### config.mk
export PLATFORM = sky130hd
export DESIGN_NAME = unified_mem_arbiter_flat
export DESIGN_NICKNAME = d
export VERILOG_FILES = /design/src/rtl/unified_mem_arbiter_pkg.sv /design/src/rtl/unified_mem_arbiter_if.sv /design/src/rtl/unified_mem_arbiter_rr_arbiter2.sv /design/src/rtl/unified_mem_arbiter.sv /design/src/flat_wrapper.sv
export SDC_FILE = /design/constraint.sdc
export NUM_CORES = 1
export LEC_CHECK = 0
export BUFFER_PORTS_ARGS = -buffer_cell sky130_fd_sc_hd__buf_2
export CAP_MARGIN = 20
export CORE_UTILIZATION = 40
export DETAILED_ROUTE_END_ITERATION = 10
export PLACE_DENSITY = 0.76
export REMOVE_ABC_BUFFERS = 1
export SYNTH_ARGS = -nofsm -noshare
export SYNTH_HDL_FRONTEND = slang
export SYNTH_SLANG_ARGS = --single-unit
### constraint.sdc
create_clock -name clk -period 1.5 [get_ports clk]
set_input_delay 0.3 -clock clk [delete_from_list [all_inputs] [get_ports clk]]
set_output_delay 0.3 -clock clk [all_outputs]
set_load 0.01 [all_outputs]
### src/rtl/unified_mem_arbiter_pkg.sv
// unified_mem_arbiter_pkg: shared types and limits for the unified memory arbiter.
// Provides the FSM state type, the requester port id type and the maximum
// supported memory latency.
package mem_arb_pkg;
    typedef enum logic [1:0] {IDLE, ISSUE, WAIT, RESP} arb_state_e;
    typedef enum logic {PORT_IF = 1'b0, PORT_DATA = 1'b1} port_e;
    localparam int MAX_MEM_LAT = 4;
endpackage

### src/rtl/unified_mem_arbiter_if.sv
// unified_mem_arbiter_if: request/response/memory bus bundle of the arbiter.
// Ports: IF request/response (if_*), DATA request/response (d_*),
// single-port memory side (mem_*).
// Modports: slave = arbiter side, master = core/memory environment side.
interface unified_mem_arbiter_if #(parameter int AW = 32);
    logic          if_req_valid;
    logic          if_req_ready;
    logic [AW-1:0] if_req_addr;
    logic          if_rsp_valid;
    logic [31:0]   if_rsp_rdata;
    logic          if_rsp_err;
    logic          d_req_valid;
    logic          d_req_ready;
    logic [AW-1:0] d_req_addr;
    logic          d_req_we;
    logic [31:0]   d_req_wdata;
    logic [3:0]    d_req_wstrb;
    logic          d_rsp_valid;
    logic [31:0]   d_rsp_rdata;
    logic          d_rsp_err;
    logic          mem_en;
    logic          mem_we;
    logic [AW-3:0] mem_addr;
    logic [31:0]   mem_wdata;
    logic [3:0]    mem_wstrb;
    logic [31:0]   mem_rdata;
    modport slave (
        input  if_req_valid, if_req_addr, d_req_valid, d_req_addr, d_req_we,
               d_req_wdata, d_req_wstrb, mem_rdata,
        output if_req_ready, if_rsp_valid, if_rsp_rdata, if_rsp_err,
               d_req_ready, d_rsp_valid, d_rsp_rdata, d_rsp_err,
               mem_en, mem_we, mem_addr, mem_wdata, mem_wstrb
    );
    modport master (
        output if_req_valid, if_req_addr, d_req_valid, d_req_addr, d_req_we,
               d_req_wdata, d_req_wstrb, mem_rdata,
        input  if_req_ready, if_rsp_valid, if_rsp_rdata, if_rsp_err,
               d_req_ready, d_rsp_valid, d_rsp_rdata, d_rsp_err,
               mem_en, mem_we, mem_addr, mem_wdata, mem_wstrb
    );
endinterface

### src/rtl/unified_mem_arbiter_rr_arbiter2.sv
// rr_arbiter2: two-request round-robin grant, active only while en is high.
// Ports: clk, reset (async active-low), en, req_if/req_d in, gnt_if/gnt_d out.
// A tie goes to the port that did not win last; last_grant resets to DATA so
// IF wins the first tie.
module rr_arbiter2
    import mem_arb_pkg::*;
(
    input  logic clk,
    input  logic reset,
    input  logic en,
    input  logic req_if,
    input  logic req_d,
    output logic gnt_if,
    output logic gnt_d
);
    port_e last_grant;

    always_comb begin
        gnt_if = en && req_if && (!req_d || last_grant == PORT_DATA);
        gnt_d  = en && req_d && (!req_if || last_grant == PORT_IF);
    end

    always_ff @(posedge clk or negedge reset)
        if (!reset)
            last_grant <= PORT_DATA;
        else if (gnt_if || gnt_d)
            last_grant <= gnt_d ? PORT_DATA : PORT_IF;
endmodule

### src/rtl/unified_mem_arbiter.sv
// unified_mem_arbiter: shares one fixed-latency single-port memory between IF and DATA.
// Ports: clk, reset (async active-low), bus (slave modport) carrying the IF
// and DATA request/response channels and the memory interface.
// One transaction in flight: IDLE accepts, ISSUE strobes memory for one cycle,
// WAIT counts MEM_LAT, RESP pulses the granted port. Misaligned requests skip
// straight to RESP with an error and never touch memory.
module unified_mem_arbiter
    import mem_arb_pkg::*;
#(
    parameter int AW      = 32,
    parameter int MEM_LAT = 1
) (
    input  logic                   clk,
    input  logic                   reset,
    unified_mem_arbiter_if.slave   bus
);
    localparam int CW = $clog2(MAX_MEM_LAT);
    localparam logic [CW-1:0] LAT_M1 = CW'(MEM_LAT - 1);

    arb_state_e    state, state_nx;
    port_e         port_q;
    logic [AW-3:0] addr_q;
    logic          we_q;
    logic [31:0]   wdata_q;
    logic [3:0]    wstrb_q;
    logic [31:0]   rdata_q;
    logic          err_q;
    logic [CW-1:0] cnt_q;
    logic          gnt_if, gnt_d, hs;
    logic [AW-1:0] req_addr;

    rr_arbiter2 u_rr (
        .clk    (clk),
        .reset  (reset),
        .en     (state == IDLE),
        .req_if (bus.if_req_valid),
        .req_d  (bus.d_req_valid),
        .gnt_if (gnt_if),
        .gnt_d  (gnt_d)
    );

    always_comb begin
        hs       = gnt_if || gnt_d;
        req_addr = gnt_d ? bus.d_req_addr : bus.if_req_addr;
        state_nx = state == IDLE  ? (hs ? (|req_addr[1:0] ? RESP : ISSUE) : IDLE) :
                   state == ISSUE ? WAIT :
                   state == WAIT  ? (cnt_q == '0 ? RESP : WAIT) : IDLE;
        bus.if_req_ready = gnt_if;
        bus.d_req_ready  = gnt_d;
        bus.mem_en       = state == ISSUE;
        bus.mem_we       = state == ISSUE && we_q;
        bus.mem_addr     = state == ISSUE ? addr_q : '0;
        bus.mem_wdata    = state == ISSUE ? wdata_q : '0;
        bus.mem_wstrb    = state == ISSUE ? wstrb_q : '0;
        bus.if_rsp_valid = state == RESP && port_q == PORT_IF;
        bus.if_rsp_rdata = bus.if_rsp_valid ? rdata_q : '0;
        bus.if_rsp_err   = bus.if_rsp_valid && err_q;
        bus.d_rsp_valid  = state == RESP && port_q == PORT_DATA;
        bus.d_rsp_rdata  = bus.d_rsp_valid ? rdata_q : '0;
        bus.d_rsp_err    = bus.d_rsp_valid && err_q;
    end

    always_ff @(posedge clk or negedge reset)
        if (!reset) begin
            state   <= IDLE;
            port_q  <= PORT_IF;
            addr_q  <= '0;
            we_q    <= 1'b0;
            wdata_q <= '0;
            wstrb_q <= '0;
            rdata_q <= '0;
            err_q   <= 1'b0;
            cnt_q   <= '0;
        end else begin
            state <= state_nx;
            if (hs) begin
                port_q  <= gnt_d ? PORT_DATA : PORT_IF;
                addr_q  <= req_addr[AW-1:2];
                we_q    <= gnt_d && bus.d_req_we;
                wdata_q <= gnt_d ? bus.d_req_wdata : '0;
                wstrb_q <= gnt_d ? bus.d_req_wstrb : '0;
                err_q   <= |req_addr[1:0];
                rdata_q <= '0;
            end
            if (state == ISSUE)
                cnt_q <= LAT_M1;
            else if (state == WAIT && cnt_q != '0)
                cnt_q <= cnt_q - 1'b1;
            // writes acknowledge with zero data
            if (state == WAIT && cnt_q == '0)
                rdata_q <= we_q ? '0 : bus.mem_rdata;
        end
endmodule

### src/flat_wrapper.sv
// flat-port wrapper written by rule: the top's interface ports become plain ports
module unified_mem_arbiter_flat import mem_arb_pkg::*;
#(
    parameter int AW      = 32,
    parameter int MEM_LAT = 1
)
  (clk, reset, bus_if_req_valid, bus_if_req_addr, bus_d_req_valid, bus_d_req_addr, bus_d_req_we, bus_d_req_wdata, bus_d_req_wstrb, bus_mem_rdata, bus_if_req_ready, bus_if_rsp_valid, bus_if_rsp_rdata, bus_if_rsp_err, bus_d_req_ready, bus_d_rsp_valid, bus_d_rsp_rdata, bus_d_rsp_err, bus_mem_en, bus_mem_we, bus_mem_addr, bus_mem_wdata, bus_mem_wstrb);
  unified_mem_arbiter_if #(.AW(AW)) bus_i ();
  input  logic clk;
  input  logic reset;
  input wire logic [$bits(bus_i.if_req_valid)-1:0] bus_if_req_valid;
  input wire logic [$bits(bus_i.if_req_addr)-1:0] bus_if_req_addr;
  input wire logic [$bits(bus_i.d_req_valid)-1:0] bus_d_req_valid;
  input wire logic [$bits(bus_i.d_req_addr)-1:0] bus_d_req_addr;
  input wire logic [$bits(bus_i.d_req_we)-1:0] bus_d_req_we;
  input wire logic [$bits(bus_i.d_req_wdata)-1:0] bus_d_req_wdata;
  input wire logic [$bits(bus_i.d_req_wstrb)-1:0] bus_d_req_wstrb;
  input wire logic [$bits(bus_i.mem_rdata)-1:0] bus_mem_rdata;
  output wire logic [$bits(bus_i.if_req_ready)-1:0] bus_if_req_ready;
  output wire logic [$bits(bus_i.if_rsp_valid)-1:0] bus_if_rsp_valid;
  output wire logic [$bits(bus_i.if_rsp_rdata)-1:0] bus_if_rsp_rdata;
  output wire logic [$bits(bus_i.if_rsp_err)-1:0] bus_if_rsp_err;
  output wire logic [$bits(bus_i.d_req_ready)-1:0] bus_d_req_ready;
  output wire logic [$bits(bus_i.d_rsp_valid)-1:0] bus_d_rsp_valid;
  output wire logic [$bits(bus_i.d_rsp_rdata)-1:0] bus_d_rsp_rdata;
  output wire logic [$bits(bus_i.d_rsp_err)-1:0] bus_d_rsp_err;
  output wire logic [$bits(bus_i.mem_en)-1:0] bus_mem_en;
  output wire logic [$bits(bus_i.mem_we)-1:0] bus_mem_we;
  output wire logic [$bits(bus_i.mem_addr)-1:0] bus_mem_addr;
  output wire logic [$bits(bus_i.mem_wdata)-1:0] bus_mem_wdata;
  output wire logic [$bits(bus_i.mem_wstrb)-1:0] bus_mem_wstrb;
  assign bus_i.if_req_valid = bus_if_req_valid;
  assign bus_i.if_req_addr = bus_if_req_addr;
  assign bus_i.d_req_valid = bus_d_req_valid;
  assign bus_i.d_req_addr = bus_d_req_addr;
  assign bus_i.d_req_we = bus_d_req_we;
  assign bus_i.d_req_wdata = bus_d_req_wdata;
  assign bus_i.d_req_wstrb = bus_d_req_wstrb;
  assign bus_i.mem_rdata = bus_mem_rdata;
  assign bus_if_req_ready = bus_i.if_req_ready;
  assign bus_if_rsp_valid = bus_i.if_rsp_valid;
  assign bus_if_rsp_rdata = bus_i.if_rsp_rdata;
  assign bus_if_rsp_err = bus_i.if_rsp_err;
  assign bus_d_req_ready = bus_i.d_req_ready;
  assign bus_d_rsp_valid = bus_i.d_rsp_valid;
  assign bus_d_rsp_rdata = bus_i.d_rsp_rdata;
  assign bus_d_rsp_err = bus_i.d_rsp_err;
  assign bus_mem_en = bus_i.mem_en;
  assign bus_mem_we = bus_i.mem_we;
  assign bus_mem_addr = bus_i.mem_addr;
  assign bus_mem_wdata = bus_i.mem_wdata;
  assign bus_mem_wstrb = bus_i.mem_wstrb;
  unified_mem_arbiter #(.AW(AW), .MEM_LAT(MEM_LAT)) u_core (.clk(clk), .reset(reset), .bus(bus_i));
endmodule
==> metrics.txt <==
Final Hold Viols 0; DP HPWL roughly 11000 um; DIE AREA 13190 um2; Final GP Congestion about 0.8; Worst-Margin Slew 0.3604 ns; share of the synthesized area in the top cell type between 50% and 60%; endpoints failing setup 139; # H-tree levels 3; FF+latch count, synth 106; DIE WIDTH 114.8 um; DR vias/cell 5.426; Worst slew margin 75.97%; Seq/Total Area, Yosys 52.10%; io pins 275; CP cell instances ha_4 -> nor2b_4 -> buf_12 -> and2_1 -> buf_2; RSZ-0062 raised after global routing yes; Hold Crit Class primary input to flop; worst reg2reg endpoint u_core.addr_q[17]; Final Skew ~0.0098 ns; hold_sp bus_mem_rdata[16]; dpl ws -0.07827 ns; DRT Wirelength 16270 um; Yosys cell types 22; largest net degree at the start of global routing 43; ratio of cells with drive above 1 in the final layout 51.52%; area growth from synthesis to layout 54.04%; total number of yosys warnings 0; Arr. time, crit path 1.58 ns; fmax about 0.53 GHz; final net count 896; Pwr Density 1904 nW/um2; largest stage delay on the critical path 0.46 ns; total power 14.94 mW; failing checks negative setup slack; CTS tree built; Root Driver clkbuf_16; Worst Hold Path EP u_core.rdata_q[16]; syn avg cell area between 10 and 15 um2; DR pass1 iterations 4; top cells by area, synth dfrtp_1 52%, and2_1 13%, a22o_1 12%; Total GRT Usage 22.36%; Worst Path Required 1.20 ns; area leader, netlist dfrtp_1; CP Launch Type flop; Slew Limit Fails 0; Final min period between 1.5 and 2 ns; endpoint class of the critical path primary output; DR iter-0 viols around 350; worst r2r path cells 6; WHS Path Cells 2; DR vias 5030; Buffers on Ports approximately 270; clk_lat worst skew 0.34 ns; DP Area 6807 um2; async set or reset register ratio after synthesis 100.0%; reg-to-reg setup timing slack -0.01 ns; initial antenna violation count 0; CP Class flop to primary output; Netlist Area Pre-Place 5094 um2; Worst-path clk slew ~0.08 ns; slowest CP cell dfrtp_2; Wirelength per Cell approximately 18 um; P_leak 4.001 nW; final core occ 64.25%; Ant. Diodes 0; Post-synth top cells 105 x dfrtp_1, 102 x and2_1, 69 x a22o_1, 36 x nor2_1; number of global-route vias before repair between 4k and 5k; Max Cap Viol 0; core area 12210 um2; GRT overflow 0; Final WS setup -0.3844 ns; top-count cell post-synth dfrtp_1; die height between 100 and 150 um; Peak VDD IR 0.7496 mV; row count 40; Initial Utilization 41.71%; worst r2r src u_core.state[0]; clk sinks 106; TritonCTS Buffers 9; DRT antenna net count 0; DRC errors left 0; outcome complete, but fails checks; crit path max fanout 34; Final Cell Area 7846 um2; Cells after Synth 488; Primary FF master, synth dfrtp_1; final worst path period share 125.6%; first-pass GRT wire length 23290 um; Max Root-Sink Buffers 2; Post-synth EDFFs 0
-- timing repair --
action                     4_1_cts  5_1_grt
gates resized for setup         25       90
cloned                           1        3
buffers inserted                 1        1
hold buffers                     1        0
setup endpoints to repair      239      241
pin swaps                        1        1
hold endpoints to repair        20        0
-- worst max-delay path, delay by kind of cell (launching register included) --
family / cells / cell delay (ns)
and+or+nand+nor: 2 / 0.30
adders and majority gates: 1 / 0.18
DFF: 1 / 0.46
buffers and inverters: 2 / 0.29
-- placed cells by master (no fill, tap or decap), types with 2 or more instances in the layout --
master / n
buf_4: 9
o32ai_1: 12
nand2_2: 2
a22o_1: 69
nor3_2: 3
nor2_4: 2
inv_1: 4
clkinv_4: 2
dfrtp_2: 2
bufinv_16: 2
buf_2: 240
and3_4: 28
ha_4: 3
nand2_1: 4
dfrtp_1: 103
ha_1: 2
buf_6: 35
nor2b_2: 2
and3_1: 5
o32ai_2: 18
o21ai_0: 4
nor2_1: 33
and2_1: 96
o31ai_1: 3
nor3_1: 27
buf_12: 14
and2_4: 5
o21a_1: 2
clkbuf_16: 11
-- flip-flops by register name, indices dropped and copies added, names as in the netlist, 2 cells and up --
| signal | flops |
|---|---|
| u_core.wdata_q | 32 |
| u_core.addr_q | 30 |
| u_core.wstrb_q | 4 |
| u_core.rdata_q | 32 |
| u_core.cnt_q | 2 |
| u_core.state | 2 |
-- through the flow --
| stage | TNS [ns] | hold slack [ns] | instances |
|---|---|---|---|
| floorplan | -146.39 | 0.004409 | 441 |
| global placement | -0.04076 | 0.2221 | 905 |
| detailed placement | -1.694 | 0.2215 | 905 |
| CTS | -49.64 | 0.1660 | 924 |
| global route | -57.70 | 0.1611 | 927 |
| finish | -47.66 | 0.1733 | 927 |
-- worst max path at each step --
stage / startpoint / endpoint / slack (ns) / cells past startpoint
finish: u_core.state[1] / bus_if_rsp_rdata[9] / -0.38 / 5
global route: u_core.state[1] / bus_if_rsp_rdata[24] / -0.46 / 5
CTS: u_core.state[1] / bus_d_rsp_rdata[25] / -0.39 / 5
detailed placement: u_core.state[1] / bus_if_rsp_rdata[24] / -0.08 / 5
global placement: u_core.state[1] / bus_if_rsp_rdata[24] / -0.02 / 5
floorplan: u_core.state[0] / u_core.wdata_q[0] / -1.48 / 5
-- layout make-up --
class	count	area (um2)
Fill cell	978	4365
Sequential cell	106	2656
Multi-Input combinational cell	329	2592
Clock inverter	6	97.59
Inverter	6	25.02
Tap cell	168	210.2
Timing Repair Buffer	302	2036
Clock buffer	10	229.0
-- routing by layer --
metal	wire [um]	vias up	track usage [%]	part of all wire, %
met2	8163	240	38.55	50
met3	1075	40	4.639	6.6
met4	459	0	8.745	2.8
met1	6567	2469	27.47	40
li1	-	2281	-	-
met5	0	-	0	0
-- cells by family after synthesis --
| logic type | share of synthesized area [%] |
|---|---|
| AND/OR/NAND/NOR | 23.11 |
| adder cells (fa/ha/maj) | 1.228 |
| flip-flops | 52.10 |
| buffers and inverters | 4.618 |
| XOR/XNOR | 0.1720 |
| AO/OA/AOI/OAI | 18.77 |
-- report_power, final --
| group | total, mW | internal, mW | switching, mW | leakage (nW) |
|---|---|---|---|---|
| sequential | 5.31 | 4.28 | 1.03 | 1.31 |
| combinational | 7.06 | 3.51 | 3.55 | 2.53 |
| clock | 2.57 | 1.49 | 1.09 | 0.159 |
| total | 14.9 | 9.27 | 5.67 | 4.00 |
No activity file was read; power rests on OpenSTA's default activity.
